### src/rtl/fetch_unit.sv
// Instruction fetch: reads opcode + extension words over PMRD/PMIE, issues them on COMM/DMI.
// Latency: 3 cycles from PMRD to COMME for a one-word instruction with 1-cycle memory.
// Backpressure: HOLD freezes the issue states; fetch states ignore HOLD. JMP overrides everything.
module fetch_unit #(
    parameter logic [15:0] RESET_PC = 16'h0000,
    parameter logic [15:0] PC_STEP  = 16'd2
) (
    input  logic        CLK,
    input  logic        RST_N,
    output logic [15:0] PMA,
    output logic        PMRD,
    input  logic [15:0] PMI,
    input  logic        PMIE,
    input  logic        JMP,
    input  logic [15:0] JADDR,
    input  logic        HOLD,
    output logic [15:0] COMM,
    output logic        COMME,
    output logic [15:0] DMI,
    output logic        DMIE,
    output logic [15:0] PC
);

    typedef enum logic [2:0] {
        FETCH_OP,
        FETCH_X1,
        FETCH_X2,
        ISSUE1,
        ISSUE2
    } state_t;

    state_t      state, state_nxt;
    logic [15:0] pc, pc_nxt;
    logic        pend;       // a request is outstanding
    logic        drop;       // outstanding response belongs to a redirected stream
    logic [15:0] instr;
    logic [15:0] ext_src;    // also holds the single format-2 extension
    logic [15:0] ext_dst;
    logic        fmt1;
    logic        src_vld;
    logic        dst_vld;
    logic [15:0] ipc;

    logic        acc;
    logic        take;
    logic        req;
    logic        ld_op;
    logic        ld_src;
    logic        ld_dst;
    logic        dec_fmt1;
    logic        dec_src;
    logic        dec_dst;

    // Length decode of the first word as it arrives on PMI
    always_comb begin
        dec_fmt1 = (PMI[15:12] >= 4'h4);
        dec_src  = dec_fmt1 ? PMI[4] : ((PMI[15:12] == 4'h1) && (PMI[5:4] == 2'b01));
        dec_dst  = dec_fmt1 && PMI[7];
    end

    always_comb begin
        state_nxt = state;
        ld_op     = 1'b0;
        ld_src    = 1'b0;
        ld_dst    = 1'b0;
        acc       = pend && PMIE;
        take      = acc && !drop && !JMP;

        case (state)
            FETCH_OP: begin
                if (take) begin
                    ld_op     = 1'b1;
                    state_nxt = (dec_src || dec_dst) ? FETCH_X1 : ISSUE1;
                end
            end
            FETCH_X1: begin
                if (take) begin
                    if (src_vld) begin
                        ld_src    = 1'b1;
                        state_nxt = dst_vld ? FETCH_X2 : ISSUE1;
                    end else begin
                        ld_dst    = 1'b1;
                        state_nxt = ISSUE1;
                    end
                end
            end
            FETCH_X2: begin
                if (take) begin
                    ld_dst    = 1'b1;
                    state_nxt = ISSUE1;
                end
            end
            ISSUE1: begin
                if (!HOLD) state_nxt = fmt1 ? ISSUE2 : FETCH_OP;
            end
            ISSUE2: begin
                if (!HOLD) state_nxt = FETCH_OP;
            end
            default: state_nxt = FETCH_OP;
        endcase

        if (JMP) state_nxt = FETCH_OP;

        pc_nxt = JMP ? (JADDR & 16'hFFFE) : (take ? pc + PC_STEP : pc);

        // New request only once the bus is free; a retiring response frees it this cycle
        req = ((state_nxt == FETCH_OP) || (state_nxt == FETCH_X1) || (state_nxt == FETCH_X2))
              && (!pend || acc);
    end

    always_ff @(posedge CLK or negedge RST_N) begin
        if (!RST_N) begin
            state   <= FETCH_OP;
            pc      <= RESET_PC;
            pend    <= 1'b0;
            drop    <= 1'b0;
            PMRD    <= 1'b0;
            PMA     <= 16'h0000;
            instr   <= 16'h0000;
            ext_src <= 16'h0000;
            ext_dst <= 16'h0000;
            fmt1    <= 1'b0;
            src_vld <= 1'b0;
            dst_vld <= 1'b0;
            ipc     <= RESET_PC;
        end else begin
            state <= state_nxt;
            pc    <= pc_nxt;
            PMRD  <= req;
            if (req) PMA <= pc_nxt;
            pend  <= req || (pend && !acc);
            drop  <= !acc && (drop || (JMP && pend));
            if (ld_op) begin
                instr   <= PMI;
                ipc     <= pc;
                fmt1    <= dec_fmt1;
                src_vld <= dec_src;
                dst_vld <= dec_dst;
            end
            if (ld_src) ext_src <= PMI;
            if (ld_dst) ext_dst <= PMI;
        end
    end

    // Issue outputs decode straight from state so a reset or redirect drops them at once
    always_comb begin
        COMME = (state == ISSUE1) || (state == ISSUE2);
        COMM  = COMME ? instr : 16'h0000;
        DMIE  = 1'b0;
        DMI   = 16'h0000;
        if (state == ISSUE1 && src_vld) begin
            DMIE = 1'b1;
            DMI  = ext_src;
        end else if (state == ISSUE2 && dst_vld) begin
            DMIE = 1'b1;
            DMI  = ext_dst;
        end
        PC = ipc;
    end

endmodule

### config.mk
export PLATFORM = sky130hd
export DESIGN_NAME = fetch_unit
export DESIGN_NICKNAME = d
export VERILOG_FILES = /design/src/rtl/fetch_unit.sv
export SDC_FILE = /design/constraint.sdc
export NUM_CORES = 1
export LEC_CHECK = 0
export ABC_AREA = 1
export CELL_PAD_IN_SITES_DETAIL_PLACEMENT = 1
export CELL_PAD_IN_SITES_GLOBAL_PLACEMENT = 2
export CORE_AREA = 5 5 139 141
export CTS_CLUSTER_SIZE = 10
export DETAILED_ROUTE_END_ITERATION = 10
export DIE_AREA = 0 0 144 146
export PLACE_DENSITY_LB_ADDON = 0.1
export SLEW_MARGIN = 0
export SYNTH_ARGS = -nofsm -noshare
export SYNTH_HDL_FRONTEND = slang
export SYNTH_SLANG_ARGS = --single-unit
### constraint.sdc
create_clock -name CLK -period 1.95 [get_ports CLK]
set_clock_uncertainty 0.05 [all_clocks]
set_input_delay 0.195 -clock CLK [delete_from_list [all_inputs] [get_ports CLK]]
set_output_delay 0.195 -clock CLK [all_outputs]
set_load 0.02 [all_outputs]
==> results.sh <==
export IMPL_post_drt_via_cell_ratio=4.53
export IMPL_final_cell_area_um2=6860
export IMPL_synth_fp_nets=661
export IMPL_cts_sinks=105
export IMPL_relSlewSlack=0.633
export IMPL_clkSlewWorstSetupHoldPaths_ps=70
export IMPL_critPathMaxStageDelay_ps=380
export IMPL_min_path_type="in2async"
export IMPL_r2r_start="pend"
export IMPL_drt_iter0_drc=189
export IMPL_fp_coreArea_um2=17800
export IMPL_total_leakage_power_uw=0.00339
export IMPL_cts_buffer_depth=2
export IMPL_hold_viol=0
export IMPL_nNetsFinal=796
export IMPL_io_buffers=102
export IMPL_diodes=0
export IMPL_fp_row_count=49
export IMPL_drc_errors=0
export IMPL_io_pins=104
export IMPL_worst_slack_ps=126
export IMPL_fin_crit_ps=1820
export IMPL_vias=4490
export IMPL_drtAntennaViolNets=0
export IMPL_antenna_found_initial=0
export IMPL_cp_data_required_time_ps=1700
export IMPL_crit_path_start="state[1]"
export IMPL_layout_drive_gt1_share=0.160
export IMPL_grt_setup_unrepaired="yes"
export IMPL_drt_pre_antenna_iters=4
export IMPL_cts_tree="done"
export IMPL_cts_root_buffer="clkbuf_16"
export IMPL_synth_warnings=0
export IMPL_reg2regPathDepth=11
export IMPL_yosysUniqueCellTypes=24
export IMPL_vdd_drop_max_mv=0.488
export IMPL_die_width_um=144
export IMPL_die_h_um=146
export IMPL_grt_pass1_wl_um=25300
export IMPL_synth_xor_area_frac=0.00358
export IMPL_wirelength_um=15500
export IMPL_path_class="reg2out"
export IMPL_place_hpwl_um=11300
export IMPL_fmax_ghz=0.548
export IMPL_tightest_slew_ps=550
export IMPL_syn_avg_cell_area_um2=7.86
export IMPL_worstReg2RegEnd="PMA[2]"
export IMPL_cap_violations=0
export IMPL_synth_mux_area_frac=0
export IMPL_first_global_vias=4931
export IMPL_htreeDepth=3
export IMPL_ys_seq_area_frac=0.537
export IMPL_start_kind="register"
export IMPL_grt_usage=0.153
export IMPL_setup_violations=0
export IMPL_dpl_cell_area_um2=6550
export IMPL_wl_per_cell_um=15.6
export IMPL_cpMaxStageDelayCell="dfrtp_1"
export IMPL_period_share=0.935
export IMPL_clkLatencyLatePin_ps=350
export IMPL_synth_simple_area_share=0.260
export IMPL_regToRegSetupSlack_ps=150
export IMPL_gp_congestion=0.799
export IMPL_post_place_ws_ps=-232
export IMPL_overflow=0
export IMPL_cp_top_family="buffers and inverters"
export IMPL_maxSlewViolCount=0
export IMPL_synth_top_family_by_area="simple AND/OR/NAND/NOR gates"
export IMPL_p_per_area_nw_per_um2=1020
export IMPL_start_util=0.274
export IMPL_ys_seq_elements=105
export IMPL_yosys_area_share_adder=0.00256
export IMPL_grt_max_degree=43
export IMPL_cp_arrival_ps=1580
export IMPL_status="complete, no violations"
export IMPL_end_kind="output pin"
export IMPL_cp_num_buf_inv=4
export IMPL_die_area_um2=21000
export IMPL_cts_buffers=9
export IMPL_netlist_instances=623
export IMPL_synth_compound_area_frac=0.107
export IMPL_syn_cell_area_um2=4890
export IMPL_syn_to_final_growth_pct=40.1
export IMPL_path_cells="inv_1, nand2_1, inv_2, nand3_1, buf_12, o21ai_1, buf_4"
export IMPL_worstPathMaxFanout=17
-- final cells by class --
class                           count  area (µm²)
Fill cell                        2130       11000
Sequential cell                   105        2630
Multi-Input combinational cell    409        1920
Timing Repair Buffer              149        1380
Inverter                           84         323
Tap cell                          229         287
Clock buffer                       12         246
Clock inverter                      4        76.3
-- per-layer routing --
layer / up-vias / wire, µm / track usage
met5: - / 0 / 0
li1: 2239 / - / -
met1: 2169 / 6760 / 0.186
met3: 13 / 502 / 0.0230
met4: 0 / 220 / 0.0494
met2: 69 / 8000 / 0.274
-- sequential cells by signal (all words and copies together) (netlist names) --
register	flops
PC	16
PMA	16
ext_dst	16
ext_src	16
instr	16
pc	16
state	3
PMRD	1
drop	1
dst_vld	1
fmt1	1
pend	1
src_vld	1
-- layout by cell type, fill, tap and decap left out, drive strengths merged --
cell and n:
nor2 42, dlygate4sd2 1, o21ai 95, clkdlybuf4s50 67, clkinvlp 1, inv 84, clkinv 1, xor2 2
nand4 21, nand2 201, buf 80, a21oi 5, dlygate4sd3 1, o211ai 2, a31oi 1, nor3 3
clkbuf 12, ha 1, bufinv 2, nand3 36, dfrtp 105
-- cells by family after synthesis --
group | Yosys count
AO/OA/AOI/OAI | 103
XOR/XNOR | 2
adder cells (fa/ha/maj) | 1
buffers and inverters | 111
flip-flops | 105
AND/OR/NAND/NOR | 301
-- power by group --
group          internal [µW]  switching [µW]  leakage (µW)
Combinational            838            1120       0.00190
Sequential              2730             323       0.00134
Clock                   1170             837      0.000153
Total                   4740            2280       0.00339
-- synth_stat cells, drive strengths merged --
cell	n	area [µm²]
inv	84	315
nand4	21	138
buf	8	50.1
nor2	42	168
xor2	2	17.5
nor3	3	15.0
nand3	34	195
a21oi	5	25.0
ha	1	12.5
dfrtp	105	2630
o21ai	95	479
nand2	201	759
a31oi	1	6.26
o211ai	2	15.0
clkbuf	19	71.3
-- stage by stage --
stage / std cells / utilization / power, µW / hold slack, ps / setup TNS (ps)
finish: 992 / 0.384 / 7010 / 313 / 0
global route: 992 / 0.384 / 7500 / 366 / -79.1
CTS: 990 / 0.379 / 7100 / 324 / 0
detailed placement: 972 / 0.367 / 5070 / 164 / -4350
global placement: 972 / 0.367 / 5000 / 158 / -2370
floorplan: 623 / - / 4060 / -151 / 0
-- repair_timing --
item,in CTS,in global routing
cloned,1,1
hold buffers,1,0
pin swaps,1,3
gates resized for setup,154,49
buffers inserted,0,1
endpoints found under the setup margin,50,50
endpoints found under the hold margin,36,0
-- how the worst max path moves through the flow --
stage,slack (ps),to,depth (start not counted)
after floorplan,240,COMM[10],8
after global placement,-140,PMA[15],11
after detailed placement,-230,PMA[2],11
after CTS,2,COMM[4],9
after global routing,-20,COMM[6],9
final,130,DMIE,7
(Power assumes the default switching activity.)
